==> src/rtl/mem_arbiter.sv <==
// mem_arbiter: two-master round-robin arbiter in front of a single-port synchronous SRAM
// with a 1-cycle registered read.
//
// Optional feature: define ARB_LOCK_EN to add m0_lock/m1_lock bus locking for atomic
// read-modify-write sequences. Without it the arbiter is pure round-robin.
//
// Ports:
//   clk, rst                  clock, asynchronous active-high reset
//   mN_req/we/addr/wdata      master N access request (held until mN_ack)
//   mN_lock                   master N bus lock request (ARB_LOCK_EN only)
//   mN_ack, mN_rdata          one-cycle completion pulse; read data valid with ack
//   mem_en/we/addr/wdata      SRAM command port, driven from the granted master
//   mem_rdata                 SRAM registered read data (valid the cycle after mem_en)
module mem_arbiter #(
  parameter int unsigned AW = 10,
  parameter int unsigned DW = 8
) (
  input  logic          clk,
  input  logic          rst,
  input  logic          m0_req,
  input  logic          m0_we,
  input  logic [AW-1:0] m0_addr,
  input  logic [DW-1:0] m0_wdata,
  input  logic          m1_req,
  input  logic          m1_we,
  input  logic [AW-1:0] m1_addr,
  input  logic [DW-1:0] m1_wdata,
`ifdef ARB_LOCK_EN
  input  logic          m0_lock,
  input  logic          m1_lock,
`endif
  output logic          m0_ack,
  output logic [DW-1:0] m0_rdata,
  output logic          m1_ack,
  output logic [DW-1:0] m1_rdata,
  output logic          mem_en,
  output logic          mem_we,
  output logic [AW-1:0] mem_addr,
  output logic [DW-1:0] mem_wdata,
  input  logic [DW-1:0] mem_rdata
);

  logic r_last;          // 1: m1 was granted most recently
  logic r_ack0, r_ack1;  // set in the cycle after an issue; doubles as ack-cycle exclusion
  logic w_own0, w_own1;  // lock ownership
  logic w_elig0, w_elig1;
  logic w_gnt0, w_gnt1;

`ifdef ARB_LOCK_EN
  logic r_own0, r_own1;

  // Ownership is taken when issued with lock high and kept only while lock stays high.
  always_ff @(posedge clk or posedge rst) begin
    if (rst) begin
      r_own0 <= 1'b0;
      r_own1 <= 1'b0;
    end else begin
      r_own0 <= m0_lock & (r_own0 | w_gnt0);
      r_own1 <= m1_lock & (r_own1 | w_gnt1);
    end
  end

  assign w_own0 = r_own0;
  assign w_own1 = r_own1;
`else
  assign w_own0 = 1'b0;
  assign w_own1 = 1'b0;
`endif

  // rst gates eligibility so nothing is issued while reset is held.
  assign w_elig0 = m0_req & ~r_ack0 & ~w_own1 & ~rst;
  assign w_elig1 = m1_req & ~r_ack1 & ~w_own0 & ~rst;

  // On contention the master not granted most recently wins.
  assign w_gnt0 = w_elig0 & (~w_elig1 | r_last);
  assign w_gnt1 = w_elig1 & (~w_elig0 | ~r_last);

  always_comb begin
    mem_en    = 1'b0;
    mem_we    = 1'b0;
    mem_addr  = '0;
    mem_wdata = '0;
    if (w_gnt0) begin
      mem_en    = 1'b1;
      mem_we    = m0_we;
      mem_addr  = m0_addr;
      mem_wdata = m0_wdata;
    end else if (w_gnt1) begin
      mem_en    = 1'b1;
      mem_we    = m1_we;
      mem_addr  = m1_addr;
      mem_wdata = m1_wdata;
    end
  end

  always_ff @(posedge clk or posedge rst) begin
    if (rst) begin
      r_last <= 1'b1;
      r_ack0 <= 1'b0;
      r_ack1 <= 1'b0;
    end else begin
      r_ack0 <= w_gnt0;
      r_ack1 <= w_gnt1;
      if (w_gnt0 | w_gnt1) begin
        r_last <= w_gnt1;
      end
    end
  end

  assign m0_ack   = r_ack0;
  assign m1_ack   = r_ack1;
  assign m0_rdata = mem_rdata;
  assign m1_rdata = mem_rdata;

endmodule
==> config.mk <==
export PLATFORM = sky130hd
export DESIGN_NAME = mem_arbiter
export DESIGN_NICKNAME = d
export VERILOG_FILES = /design/src/rtl/mem_arbiter.sv
export SDC_FILE = /design/constraint.sdc
export NUM_CORES = 1
export LEC_CHECK = 0
export BUFFER_PORTS_ARGS = -buffer_cell sky130_fd_sc_hd__buf_2
export CAP_MARGIN = 10
export CORE_UTILIZATION = 28
export CTS_CLUSTER_DIAMETER = 150
export DETAILED_ROUTE_END_ITERATION = 8
export GPL_ROUTABILITY_DRIVEN = 0
export GPL_TIMING_DRIVEN = 0
export PLACE_DENSITY = 0.84
export SLEW_MARGIN = 20
export SYNTH_ARGS = -nofsm -noshare
export SYNTH_HDL_FRONTEND = slang
export SYNTH_SLANG_ARGS = --single-unit
==> constraint.sdc <==
create_clock -name clk -period 2.4 [get_ports clk]
set_clock_uncertainty 0.1 [all_clocks]
set_input_delay 0.12 -clock clk [delete_from_list [all_inputs] [get_ports clk]]
set_output_delay 0.12 -clock clk [all_outputs]
set_load 0.02 [all_outputs]
== Word-level counts from Yosys, hierarchy flattened ==
Index checks and enable logic that the tools add are counted.
Cells by class
  bitwise operators: 15
  muxes and demuxes: 8
Operators with widths (number)
  2-to-1 mux 10 bit: 2
  2-to-1 mux 8 bit: 2
  AND 1 bit: 6
  inverter 1 bit: 6
  2-to-1 mux 1 bit: 4
  OR 1 bit: 3
Storage, ports and cells
  register bits after elaboration: 3
  logic and storage cells: 26
  output and inout port bits: 38
  input port bits: 50

== Longest topological paths before layout ==
Gate-level depths: netlist of run 1.
  depth in word-level cells: 8
  gate-level depth with buffers: 4
  mapped depth without buffers: 3

== Worst setup path before layout of run 1 ==
Ideal clock, no wire load.
  kind: reg2out
  start: reg r_ack1 (netlist: m1_ack)
  end: out mem_addr[0]
  stages on the path, launching flop included: 5
  setup slack: 0.893 ns
  arrival time: 1.287 ns
  cells stage by stage: dfrtp_1 -> nand2b_4 -> a311oi_4 -> buf_6 -> a22o_1
Between the ends
  cells in the longest elaborated chain, start to end: 7
  elaborated cells on any way between the ends: 9
Ends and longest elaborated chain
  from (decl): line 44  | logic r_ack0, r_ack1;
  from (signal assigned): line 103  | r_ack1 <= w_gnt1;
  inverter 1 bit (*): line 72  | assign w_elig1 = m1_req & ~r_ack1 & ~w_own0 & ~rst;
  AND 1 bit (*) (2 in series): line 72
  inverter 1 bit: line 75  | assign w_gnt0 = w_elig0 & (~w_elig1 | r_last);
  OR 1 bit: line 75
  AND 1 bit: line 75
  2-to-1 mux 10 bit (*): line 83  | if (w_gnt0) begin
  to (decl): line 38  | output logic [AW-1:0] mem_addr,
Every way passes the cells marked *; elsewhere a longest branch is shown, timed or not.

== Final worst setup path of run 1 ==
  start: in rst
  end: out mem_addr[7]
Between the ends
  cells in the longest elaborated chain, start to end: 7
  elaborated cells on any way between the ends: 11
Ends and longest elaborated chain
  from (decl): line 19  | input logic rst,
  inverter 1 bit (*): line 71, 72
  AND 1 bit: line 71  | assign w_elig0 = m0_req & ~r_ack0 & ~w_own1 & ~rst;
  inverter 1 bit: line 76  | assign w_gnt1 = w_elig1 & (~w_elig0 | ~r_last);
  OR 1 bit: line 76
  AND 1 bit: line 76
  2-to-1 mux 10 bit: line 88  | end else if (w_gnt1) begin
  2-to-1 mux 10 bit (*): line 83
Marks and branches as above.

==> results of run 1 <==
## area by class of cell
cell class | count | area [um^2] | area share
Buffer | 20 | 165 | 0.175
Clock buffer | 4 | 26.3 | 0.0279
Inverter | 2 | 7.51 | 0.00796
Multi-Input combinational cell | 26 | 243 | 0.257
Sequential cell | 3 | 76.3 | 0.0809
Tap cell | 16 | 20.0 | 0.0212
Timing Repair Buffer | 80 | 405 | 0.430
## kinds of logic after synthesis
group | share of synthesized area
compound gates | 0.438
simple gates | 0.0560
flops | 0.155
buf+inv | 0.351
## worst max-delay path: stages
cell,delay (ns)
dlygate4sd3_1,0.53
buf_2,0.15
a311oi_4,0.34
buf_6,0.19
a22o_1,0.14
buf_2,0.16
## metrics by stage
step | instances | setup WS (ns) | cell area, um^2
after detailed placement | 146 | 0.895 | 907
after global routing | 151 | 0.487 | 943
after floorplan | 51 | 0.893 | 492
after CTS | 151 | 0.549 | 943
final | 151 | 0.549 | 943
after global placement | 146 | 0.898 | 907
## state kept, by name, summed over array words and instances (netlist names)
signal,flops
m0_ack,1
r_last,1
m1_ack,1
## routing by layer
metal,global-route usage,wire [um],vias to the layer above
li1,-,-,346
met1,0.165,584,294
met3,0.0375,165,2
met4,0.0727,17,0
met5,0,0,-
met2,0.260,797,51
## what timing repair did
item	CTS	global route
setup endpoints to repair	0	0
gates resized for setup	0	0
hold endpoints to repair	3	0
hold buffers	1	0
## power groups by stage
| stage | clock (W) | sequential, W | combinational (W) |
|---|---|---|---|
| after floorplan | 0 | 0.0000677 | 0.000137 |
| after global placement | 0 | 0.0000649 | 0.000218 |
| after detailed placement | 0 | 0.0000653 | 0.000220 |
| after CTS | 0.0000941 | 0.0000648 | 0.000222 |
| after global routing | 0.000101 | 0.0000654 | 0.000235 |
| final | 0.0000890 | 0.0000648 | 0.000220 |
## worst min-delay path by stage
stage | from | to | slack, ns | cells after the start
2_1_floorplan | rst | m0_ack$_DFF_PP0_ | -0.24 | 1
3_3_place_gp | rst | m0_ack$_DFF_PP0_ | -0.08 | 2
3_5_place_dp | rst | m0_ack$_DFF_PP0_ | -0.08 | 2
4_1_cts | m1_req | m1_ack$_DFF_PP0_ | 0.20 | 4
5_1_grt | m1_req | m1_ack$_DFF_PP0_ | 0.20 | 4
6_report | m1_req | m1_ack$_DFF_PP0_ | 0.20 | 4
## cell usage after synthesis
library cell,number
dfrtp_1,2
a311oi_4,1
dfstp_2,1
buf_6,4
or2b_1,1
nand2b_4,1
nand2b_1,1
inv_2,2
a22o_1,19
a21oi_1,1
buf_4,16
o21ai_0,1
o2111a_2,1
==> flow_summary.toml, run 1 <==
[synth]
synth_area_leaders = "a22o_1, buf_4, dfrtp_1"
synth.largest_area_cell = "a22o_1"
yosysUniqueCellTypes = 13
mappedNetlistArea_um2 = 492
netlist_instances = 51
synth-seq-area-share = 0.155
synth-seq-cells = 3
avgSynthCellArea_um2 = 9.64
yosysWarningCount = 0
yosysTopAreaCellShare = 0.338
synth_nets = 101

[final_layout]
nets = 186
final_cell_mix = "buf_2, a22o_1, buf_4"
finish.utilization = 0.598
area_growth_pct = 91.9
drive_above_1_share = 0.800
insertedDiodeCount = 0
fillers = 139
layout_commonest_cell = "buf_2"

[cts]
cts_buffer_depth = 2
clock-sinks = 3
ctsRootBufferMaster = "clkbuf_4"
h-tree-depth = 1
cts_tree = "done"
post-cts-setup-buffer-count = 0
cts_buffers = 3
clock_latency_ns = 0.23
clk_pin_slew_ns = 0.03

[sta]
fin_crit_sh = 0.771
rsz0062_at_grt = "false"
slew_headroom = 0.796
period_needed_ns = 1.85
hold_violations = 0
tightest_slew_ns = 0.306
hold_ws_ns = 0.204
timing.fmax_mhz = 540
drv_slew = 0
setup_violations = 0
setup-tns-final_ns = 0

[grt]
grt-ovfl-total = 0
grt_pass1_wl_mm = 2.15
antenna_found_initial = 0
grt_max_degree = 11
track_usage = 0.148
grt_pass1_vias = 568

[setup_path]
rr_endpoint = "r_last$_DFFE_PP1P_"
cp-startpoint = "rst"
required_ns = 2.18
end_kind = "output port"
timing.reg2reg.worst_path_depth = 4
r2r_start = "m1_ack$_DFF_PP0_"
critPathMaxFanout = 10
worst_setup_path_start_kind = "input pin"
crit_end = "mem_addr[7]"
setup.worst_path.class = "input pin to output port"
rrSetupSlack_ns = 1.14
arrival_ns = 1.63

[die]
dieHeight_um = 43.9
io-pin-count = 88
design.core.area_um2 = 1580
fp.dieW_um = 43.9
rows = 14
start_util = 0.312
dieArea_um2 = 1930

[detailed_routing]
wirelength_mm = 1.56
wl_per_cell_um = 10.4
drt_iter0_markers = 11
vias = 693
drtPass1Iterations = 7
drtAntennaViolNets = 0
drc = 4
via_per_inst = 4.59

[power]
p_int_w = 0.000228
power_leakage_nw = 0.591
power_density_nw_per_um2 = 397
power.total_w = 0.000374
power_frac_seq = 0.173
p_sw_w = 0.000146
vdd_drop_max_mv = 0.247
comb_power_share = 0.589
p_clk_frac = 0.238
swShare = 0.390

[job]
cap_violations = 0

[hold_path]
hp-class = "input pin to register"

[status]
violations = "DRC"
status = "complete, but fails checks"

[placement]
hpwlAfterDp_mm = 1.36
io_buffers = 79
No activity file was read; power rests on OpenSTA's default activity.
==> run 2, diff against run 1 <==
Settings changed: ABC_AREA from default to 1, CORE_UTILIZATION 28 to 27, PLACE_DENSITY 0.84 to 0.75.
Clock period 2.4 ns to 1.6 ns, I/O delays scaled along.
==> run 2 against run 1 <==
The flow now finishes without violations. Critical path depth did not move. Global-route usage decreased by 0.092 points. First-iteration DRC count is 27% higher. Final area is 32% higher. Utilization shrank 3.4 points. Sequential share of layout area is 2.0 points lower. Sequential power grew 60%. Area after synthesis rose by 28%. Setup slack got worse by 0.50 ns. Critical endpoint unchanged.
==> flow_summary.toml, run 2 <==
[synth]
synth_edf_count = 0
synth_area_leaders = "nand3_1, buf_4, nand2_1"
avgSynthCellArea_um2 = 6.45
synth.top_cells.by_count = "nand3_1, nand2_1, buf_4"
synth_nets = 148
yosysWarningCount = 0
synth.most_common_cell = "nand3_1"
synth-async-reset-ratio = 1.00
yosysTopAreaCellShare = 0.285
netlist_instances = 98
yosysUniqueCellTypes = 18
synth_ff_type = "dfrtp_1"
synth.largest_area_cell = "nand3_1"
synth-seq-cells = 3
mappedNetlistArea_um2 = 632
synth-seq-area-share = 0.121

[cts]
clock-sinks = 3
cts_buffer_depth = 2
ctsRootBufferMaster = "clkbuf_4"
clock_latency_ns = 0.23
h-tree-depth = 1
cts_tree = "done"
cts_buffers = 3
clk_pin_slew_ns = 0.04

[final_layout]
final_cell_mix = "buf_2, nand3_1, buf_4"
area_growth_pct = 97.4
instances_no_fill = 217
insertedDiodeCount = 0
ff_latch_area_um2 = 76.3
finish.utilization = 0.564
layout_commonest_cell = "buf_2"
multi_input_area_um2 = 378
nets = 240
drive_above_1_share = 0.661
fillers = 232

[sta]
rsz0062_at_grt = "true"
timing.fmax_mhz = 645
hold_violations = 0
fin_crit_sh = 0.969
setup-tns-final_ns = 0
slew_headroom = 0.870
drv_slew = 0
fin_ws_ns = 0.0492
period_needed_ns = 1.55
setup_violations = 0
tightest_slew_ns = 0.196

[setup_path]
cp-startpoint = "m1_ack$_DFF_PP0_"
end_kind = "output port"
required_ns = 1.42
timing.reg2reg.worst_path_depth = 4
rr_endpoint = "m1_ack$_DFF_PP0_"
critPathMaxFanout = 5
rrSetupSlack_ns = 0.44
arrival_ns = 1.37
setup.worst_path.class = "register to output port"
crit_end = "mem_addr[7]"
worst_setup_path_start_kind = "register"
r2r_start = "m1_ack$_DFF_PP0_"

[placement]
hpwlAfterDp_mm = 1.59
io_buffers = 79
placed_cells = 205
dp_slack_ns = 0.226

[power]
power_density_nw_per_um2 = 529
power_leakage_nw = 0.752
vdd_drop_max_mv = 0.279
power.total_w = 0.000660

[hold_path]
hp-class = "input pin to register"
hp-start = "rst"

[detailed_routing]
drc = 0
drtAntennaViolNets = 0
vias = 999
drtPass1Iterations = 4
drt_iter0_markers = 14
via_per_inst = 4.60
wirelength_mm = 2.36
wl_per_cell_um = 10.9

[die]
design.core.area_um2 = 2210
fp.dieW_um = 50.4
start_util = 0.286
io-pin-count = 88
rows = 17
dieArea_um2 = 2540
dieHeight_um = 50.4

[grt]
grt_max_degree = 11
grtUsageMet3 = 0.0485
grt_pass1_wl_mm = 2.94
grt.met2_usage = 0.273
grt_pass1_vias = 760
antenna_found_initial = 0
grt-ovfl-total = 0
track_usage = 0.147
grt_util_met1 = 0.145
grt_busiest_layer = "met2"

[status]
status = "complete, no violations"

[job]
cap_violations = 0
## run 2: worst min path at each step
stage	endpoint	slack, ns	cells past startpoint
final	r_last$_DFFE_PP1P_	0.17	3
after global routing	r_last$_DFFE_PP1P_	0.20	3
after CTS	r_last$_DFFE_PP1P_	0.15	3
after global placement	m1_ack$_DFF_PP0_	-0.1	2
after detailed placement	m1_ack$_DFF_PP0_	-0.09	2
after floorplan	m0_ack$_DFF_PP0_	-0.26	1
## run 2: per-layer routing
metal,part of all wire,vias to the layer above,wire length [um]
met4,0.0089,0,21
li1,-,496,-
met2,0.52,64,1240
met5,0,-,0
met3,0.12,4,286
met1,0.34,435,813
## run 2: cell type report
| type | instances | share of cell area |
|---|---|---|
| Buffer | 23 | 0.156 |
| Clock buffer | 4 | 0.0211 |
| Inverter | 5 | 0.0150 |
| Multi-Input combinational cell | 67 | 0.303 |
| Sequential cell | 3 | 0.0612 |
| Tap cell | 28 | 0.0281 |
| Timing Repair Buffer | 87 | 0.415 |
## run 2: critical path, stage by stage (launching register included)
cell,delay [ns]
dfrtp_1,0.43
nor2_2,0.16
nand3_4,0.13
buf_6,0.16
nand3_1,0.07
nand2_1,0.05
buf_4,0.15
## run 2: through the flow
stage | cell area [um^2] | hold slack, ns
global placement | 1060 | -0.0955
detailed placement | 1060 | -0.0913
finish | 1250 | 0.169
floorplan | 632 | -0.258
global route | 1250 | 0.197
CTS | 1130 | 0.154
## run 2: logic make-up after synthesis
family	synth area share
buf+inv	0.323
flops	0.121
simple gates	0.533
compound gates	0.0238
## run 2: report_power, final
group	internal [W]	total, W	switching (W)	leakage [nW]
Combinational	0.000206	0.000426	0.000220	0.700
Sequential	0.0000910	0.000104	0.0000128	0.0369
Clock	0.0000933	0.000131	0.0000373	0.0150
Total	0.000390	0.000660	0.000270	0.752
## run 2: timing repair
item / CTS / global route
setup endpoints to repair: 10 / 20
buffers inserted: 3 / 1
pin swaps: 1 / 4
resized for setup: 2 / 32
cloned: 0 / 3
hold buffers: 1 / 0
endpoints found under the hold margin: 3 / 0
